## config.mk

```make
export PLATFORM = sky130hd
export DESIGN_NAME = branch_direction_predictor
export DESIGN_NICKNAME = d
export VERILOG_FILES = /design/src/rtl/bp_pkg.sv /design/src/rtl/sat_counter2.sv /design/src/rtl/branch_direction_predictor.sv
export SDC_FILE = /design/constraint.sdc
export NUM_CORES = 2
export LEC_CHECK = 0
export CELL_PAD_IN_SITES_DETAIL_PLACEMENT = 0
export CELL_PAD_IN_SITES_GLOBAL_PLACEMENT = 1
export CORE_MARGIN = 10
export CORE_UTILIZATION = 49
export DETAILED_ROUTE_END_ITERATION = 16
export HOLD_SLACK_MARGIN = 0.1
export PLACE_DENSITY_LB_ADDON = 0.3
export SLEW_MARGIN = 20
export SYNTH_ARGS = -nofsm -noshare
export SYNTH_HDL_FRONTEND = slang
export SYNTH_SLANG_ARGS = --single-unit
```

## constraint.sdc

```tcl
create_clock -name clk -period 6.06 [get_ports clk]
set_clock_uncertainty 0.05 [all_clocks]
set_input_delay 0.909 -clock clk [delete_from_list [all_inputs] [get_ports clk]]
set_output_delay 0.909 -clock clk [all_outputs]
set_load 0.01 [all_outputs]
```

## src/rtl/bp_pkg.sv

```systemverilog
// Shared encodings and default sizes for the branch direction predictor.
package bp_pkg;

    // Two-bit saturating counter states, weakest to strongest.
    typedef enum logic [1:0] {
        SNT = 2'b00,
        WNT = 2'b01,
        WT  = 2'b10,
        ST  = 2'b11
    } ctr_e;

    // Pattern table entries start weakly not-taken so a cold predictor
    // never redirects fetch, yet one taken outcome is enough to flip it.
    localparam logic [1:0] PHT_RESET = WNT;

    // Default geometry: 256-entry history table, 4-bit local history.
    localparam int BP_INDEX_W = 8;
    localparam int BP_HIST_W  = 4;
    localparam int BP_CNT_W   = 32;

endpackage

```

## src/rtl/sat_counter2.sv

```systemverilog
// Next-state function of a two-bit saturating direction counter.
module sat_counter2
    import bp_pkg::*;
(
    input  logic [1:0] cur_i,
    input  logic       taken_i,
    output logic [1:0] nxt_o
);

    // Step toward strongly-taken on taken, toward strongly-not-taken otherwise;
    // the end states absorb further steps in the same direction.
    always_comb begin
        nxt_o = cur_i;
        if (taken_i) begin
            if (cur_i != ST) begin
                nxt_o = cur_i + 2'd1;
            end
        end else begin
            if (cur_i != SNT) begin
                nxt_o = cur_i - 2'd1;
            end
        end
    end

endmodule

```

## src/rtl/branch_direction_predictor.sv

```systemverilog
// Two-level local-history branch direction predictor.
// Level 1 (BHT) holds per-PC outcome history; level 2 (PHT) maps a history
// pattern to a two-bit counter. Prediction is combinational in fetch; the
// history used to predict is carried to EX so training hits the same PHT
// entry that produced the prediction.
module branch_direction_predictor
    import bp_pkg::*;
#(
    parameter int index_width = BP_INDEX_W,
    parameter int hist_width  = BP_HIST_W,
    parameter int cnt_width   = BP_CNT_W
) (
    input  logic                 clk,
    input  logic                 reset,
    input  logic [31:0]          IF_ID_PC,
    input  logic [31:0]          ID_EX_PC,
    input  logic                 BTB_hit,
    input  logic                 ID_EX_Branch,
    input  logic                 PCSrc,
    input  logic                 Stall,
    input  logic                 Flush,
    output logic                 Predict_taken,
    output logic                 Mispredict,
    output logic [cnt_width-1:0] Mispredict_count
);

    localparam int BHT_N = 1 << index_width;
    localparam int PHT_N = 1 << hist_width;

    // Prediction tables.
    logic [hist_width-1:0] bht_q [BHT_N];
    logic [1:0]            pht_q [PHT_N];

    // State carried from fetch into EX alongside the instruction.
    logic                  pred_ex_q,    pred_ex_d;
    logic [hist_width-1:0] pht_idx_ex_q, pht_idx_ex_d;

    logic [cnt_width-1:0]  mispredict_count_q, mispredict_count_d;

    // Read-side and write-side table addressing.
    logic [index_width-1:0] rd_idx;
    logic [index_width-1:0] wr_idx;
    logic [hist_width-1:0]  rd_hist;
    logic [hist_width-1:0]  bht_old;
    logic [hist_width-1:0]  bht_nxt;
    logic [1:0]             pht_cur;
    logic [1:0]             pht_nxt;

    // Instructions are word aligned and the tables are untagged, so only
    // PC[index_width+1:2] selects an entry; the rest is deliberately ignored.
    logic unused_pc_bits;
    assign unused_pc_bits = ^{IF_ID_PC[31:index_width+2], IF_ID_PC[1:0],
                              ID_EX_PC[31:index_width+2], ID_EX_PC[1:0]};

    assign rd_idx  = IF_ID_PC[index_width+1:2];
    assign wr_idx  = ID_EX_PC[index_width+1:2];

    // Fetch-side lookup: no bypass from the write port, so a same-cycle
    // update is seen by the following lookup, not this one.
    assign rd_hist       = bht_q[rd_idx];
    assign Predict_taken = BTB_hit & pht_q[rd_hist][1];

    // EX-side resolution against the prediction carried with the branch.
    assign Mispredict = ID_EX_Branch & (pred_ex_q != PCSrc);

    // History shift: newest outcome enters at the LSB.
    assign bht_old = bht_q[wr_idx];
    assign bht_nxt = {bht_old[hist_width-2:0], PCSrc};

    // Train the counter selected by the history seen at predict time, not
    // whatever the BHT holds now (later branches may have shifted it).
    assign pht_cur = pht_q[pht_idx_ex_q];

    sat_counter2 u_pht_ctr (
        .cur_i   (pht_cur),
        .taken_i (PCSrc),
        .nxt_o   (pht_nxt)
    );

    // Carry-register next state: a flush bubble wins over a stall hold.
    always_comb begin
        pred_ex_d    = pred_ex_q;
        pht_idx_ex_d = pht_idx_ex_q;
        if (Flush) begin
            pred_ex_d    = 1'b0;
            pht_idx_ex_d = '0;
        end else if (!Stall) begin
            pred_ex_d    = Predict_taken;
            pht_idx_ex_d = rd_hist;
        end
    end

    // Misprediction counter next state: saturates rather than wrapping so a
    // long run never reports a misleadingly small number.
    always_comb begin
        mispredict_count_d = mispredict_count_q;
        if (Mispredict && (mispredict_count_q != '1)) begin
            mispredict_count_d = mispredict_count_q + cnt_width'(1);
        end
    end

    // Carry registers and counter update.
    always_ff @(posedge clk or negedge reset) begin
        if (!reset) begin
            pred_ex_q          <= 1'b0;
            pht_idx_ex_q       <= '0;
            mispredict_count_q <= '0;
        end else begin
            pred_ex_q          <= pred_ex_d;
            pht_idx_ex_q       <= pht_idx_ex_d;
            mispredict_count_q <= mispredict_count_d;
        end
    end

    // Table training on every resolved conditional branch, regardless of stall.
    always_ff @(posedge clk or negedge reset) begin
        if (!reset) begin
            for (int i = 0; i < BHT_N; i++) begin
                bht_q[i] <= '0;
            end
            for (int j = 0; j < PHT_N; j++) begin
                pht_q[j] <= PHT_RESET;
            end
        end else if (ID_EX_Branch) begin
            bht_q[wr_idx]       <= bht_nxt;
            pht_q[pht_idx_ex_q] <= pht_nxt;
        end
    end

    assign Mispredict_count = mispredict_count_q;

endmodule

```

==> metrics.cfg <==
[layout]
nets = 4697
post-route-cell-area_mm2 = 0.0635
layout_common_cells = 1077 x dfrtp_1, 748 x nor2_1, 507 x mux4_2
fin_util = 0.554
final_layout_size_suffix_gt1_frac = 0.320
antenna_cells = 0
syn2layout_area_growth_pct = 12.1
mostFrequentLayoutCell = dfrtp_1

[yosys]
synth_area_per_cell_um2 = 12.5
ys_seq_elements = 1093
synthCells = 4519
synth_cell_type_count = 67
synth.yosys.seq_area_share = 0.483
postSynth.asyncResetShare = 1.00
netlist_area_mm2 = 0.0566
yosysWarnings = 0
syn_nets = 4591
synth_edf_count = 0
ys.flop_type = dfrtp_1

[floorplan]
start_util = 0.495
io_pins = 105
die_w_um = 360
dieArea_mm2 = 0.130
rows = 124
core_mm2 = 0.115
chipHeight_um = 360

[global_routing]
grt_start_max_net_pins = 162
grt_pass1_wl_um = 262000
first_global_vias = 39100
gr-total-overflow = 0
antenna_found_initial = 6
grt.total_usage = 0.265

[critical_path]
worst-path-max-fanout = 21
crit_slowest_cell = a21oi_1
slowest_delay_ps = 700
endpoint_kind = primary output
reg2regPathDepth = 7
crit_path_end = Predict_taken
worstSetupStartpoint = IF_ID_PC[7]
path_cells = clkdlybuf4s50_1 -> buf_12 -> clkinv_1 -> a21oi_1 -> a22o_1 -> o31a_1 -> and3_1 -> mux2_2 -> o2111ai_1 -> mux2i_1 -> and2_1 -> clkdlybuf4s50_1
critPathMostFrequentCell = clkdlybuf4s50_1
worst-r2r-setup-slack_ps = 2260
worst_ep_arrival_time_ps = 4920
cp-start-kind = input port
worstReg2RegStart = bht_q[329]$_DFFE_PN0P_
crit_type = in -> out
rr_endpoint = bht_q[222]$_DFFE_PN0P_
crit_required_ps = 5100

[power]
peakVddDrop_mv = 0.241
powerDensity_mw_per_mm2 = 281
leakagePower_nw = 27.3
power_w = 0.0178

[sta]
hold_viol_final = 0
timing.setup.tns_ps = 0
min_period_ps = 5880
setup_viol_count_final = 0
tightestPinTransition_ps = 1200
final_max_slew_viol_count = 0
slew_headroom = 0.195
rsz0062_at_grt = no
timing.hold.ws_ps = 186
max_freq_mhz = 170
post-route-period-util = 0.970

[clock_tree]
cts-root-buf = clkbuf_16
clockBufferDepth = 3
clock_sinks = 1093
cts-buffers-inserted = 118
insertion_delay_ps = 730
htreeDepth = 3
cts_tree = yes
clk_pin_slew_worst_paths_ps = 60

[place]
place_area_mm2 = 0.0595
place.gp.congestion = 0.908
place.detailed.hpwl_um = 117000
port_buffers = 56

[detailed_routing]
wl_per_cell_um = 27.6
vias = 39000
ant_nets = 0
wirelength_um = 172000
dr.pass1.iters = 5
route.layer.met1.wl_um = 72600
via_per_inst = 6.26
highest_layer = met5
drt_iter0_markers = 3656
wl_met3_um = 13400
wl_met2_um = 78500
drc = 0

[job]
drv_cap = 0

[run_status]
outcome = complete, no violations

[worst_hold_path]
hold_class = in -> async

-- cells by family (layout without fill, tap and decap cells) --
logic type | after synthesis | after routing | synth area share
xor+xnor | 32 | 32 | 0.00495
simple gates | 1296 | 1296 | 0.0928
mux | 893 | 893 | 0.283
compound gates | 883 | 883 | 0.0993
buf+inv | 319 | 521 | 0.0360
flops | 1093 | 1093 | 0.483
fa+ha+maj | 3 | 3 | 0.000574
-- worst min-delay path by stage --
stage / endpoint / slack (ps) / cells after the start
floorplan: bht_q[987]$_DFFE_PN0P_ / 400 / 2
global placement: bht_q[979]$_DFFE_PN0P_ / 400 / 2
detailed placement: bht_q[591]$_DFFE_PN0P_ / 410 / 2
CTS: bht_q[1009]$_DFFE_PN0P_ / 170 / 1
global route: bht_q[956]$_DFFE_PN0P_ / 220 / 1
finish: bht_q[941]$_DFFE_PN0P_ / 190 / 1
-- flip-flops by register name, summed over array words and instances, names as in the netlist --
| register | flops |
|---|---|
| Mispredict_count | 32 |
| pht_idx_ex_q | 4 |
| pred_ex_q | 1 |
| bht_q | 1024 |
| pht_q | 32 |
-- final cells by class --
| class | instances | area [um^2] |
|---|---|---|
| fillers | 9641 | 51000 |
| clock inverters | 31 | 382 |
| well taps | 1512 | 1890 |
| multi-input cells | 3107 | 27300 |
| inverters | 14 | 52.6 |
| repair buffers | 291 | 2870 |
| flip-flops and latches | 1093 | 27400 |
| clock buffers | 185 | 3610 |
-- worst max-delay path: cells and delay by family --
family | cells | cell delay (ps)
mux | 2 | 520
buf+inv | 4 | 1630
simple gates | 2 | 540
compound gates | 4 | 1300
-- report_power, final --
group,internal [W],switching [W],leakage (nW)
logic,0.00100,0.00129,10.4
clock network,0.00439,0.00305,1.98
registers,0.00776,0.000345,14.9
-- Yosys cell counts, types with 26 or more instances --
cell / instances / share of area
dfrtp_1: 1077 / 0.48
nor2_1: 750 / 0.050
mux4_2: 507 / 0.20
nand2_1: 382 / 0.025
a21oi_1: 362 / 0.032
mux2_2: 297 / 0.059
o21ai_0: 184 / 0.016
a21oi_2: 175 / 0.027
clkbuf_1: 104 / 0.0069
buf_2: 103 / 0.0091
mux2i_1: 66 / 0.012
o21ai_2: 65 / 0.010
buf_4: 39 / 0.0052
nand3_1: 34 / 0.0030
a22oi_1: 31 / 0.0041
buf_12: 30 / 0.011
xnor2_1: 26 / 0.0040
-- repair_timing --
action	4_1_cts	5_1_grt
endpoints found under the hold margin	0	0
hold buffers	0	0
setup endpoints to repair	1	1
resized for setup	1	4
buffers inserted	0	0
-- per-layer routing --
layer	track usage	vias to the layer above
met2	0.402	1498
met3	0.0588	372
met5	0	-
met1	0.369	20200
li1	-	16900
met4	0.106	6
-- through the flow --
| step | worst slack, ps | std cells |
|---|---|---|
| 3_3_place_gp | -115 | 6017 |
| 4_1_cts | 137 | 6233 |
| 2_1_floorplan | 1020 | 4519 |
| 3_5_place_dp | -39.0 | 6017 |
| 5_1_grt | 78.0 | 6233 |
| 6_report | 181 | 6233 |
No activity file was read; power rests on OpenSTA's default activity.
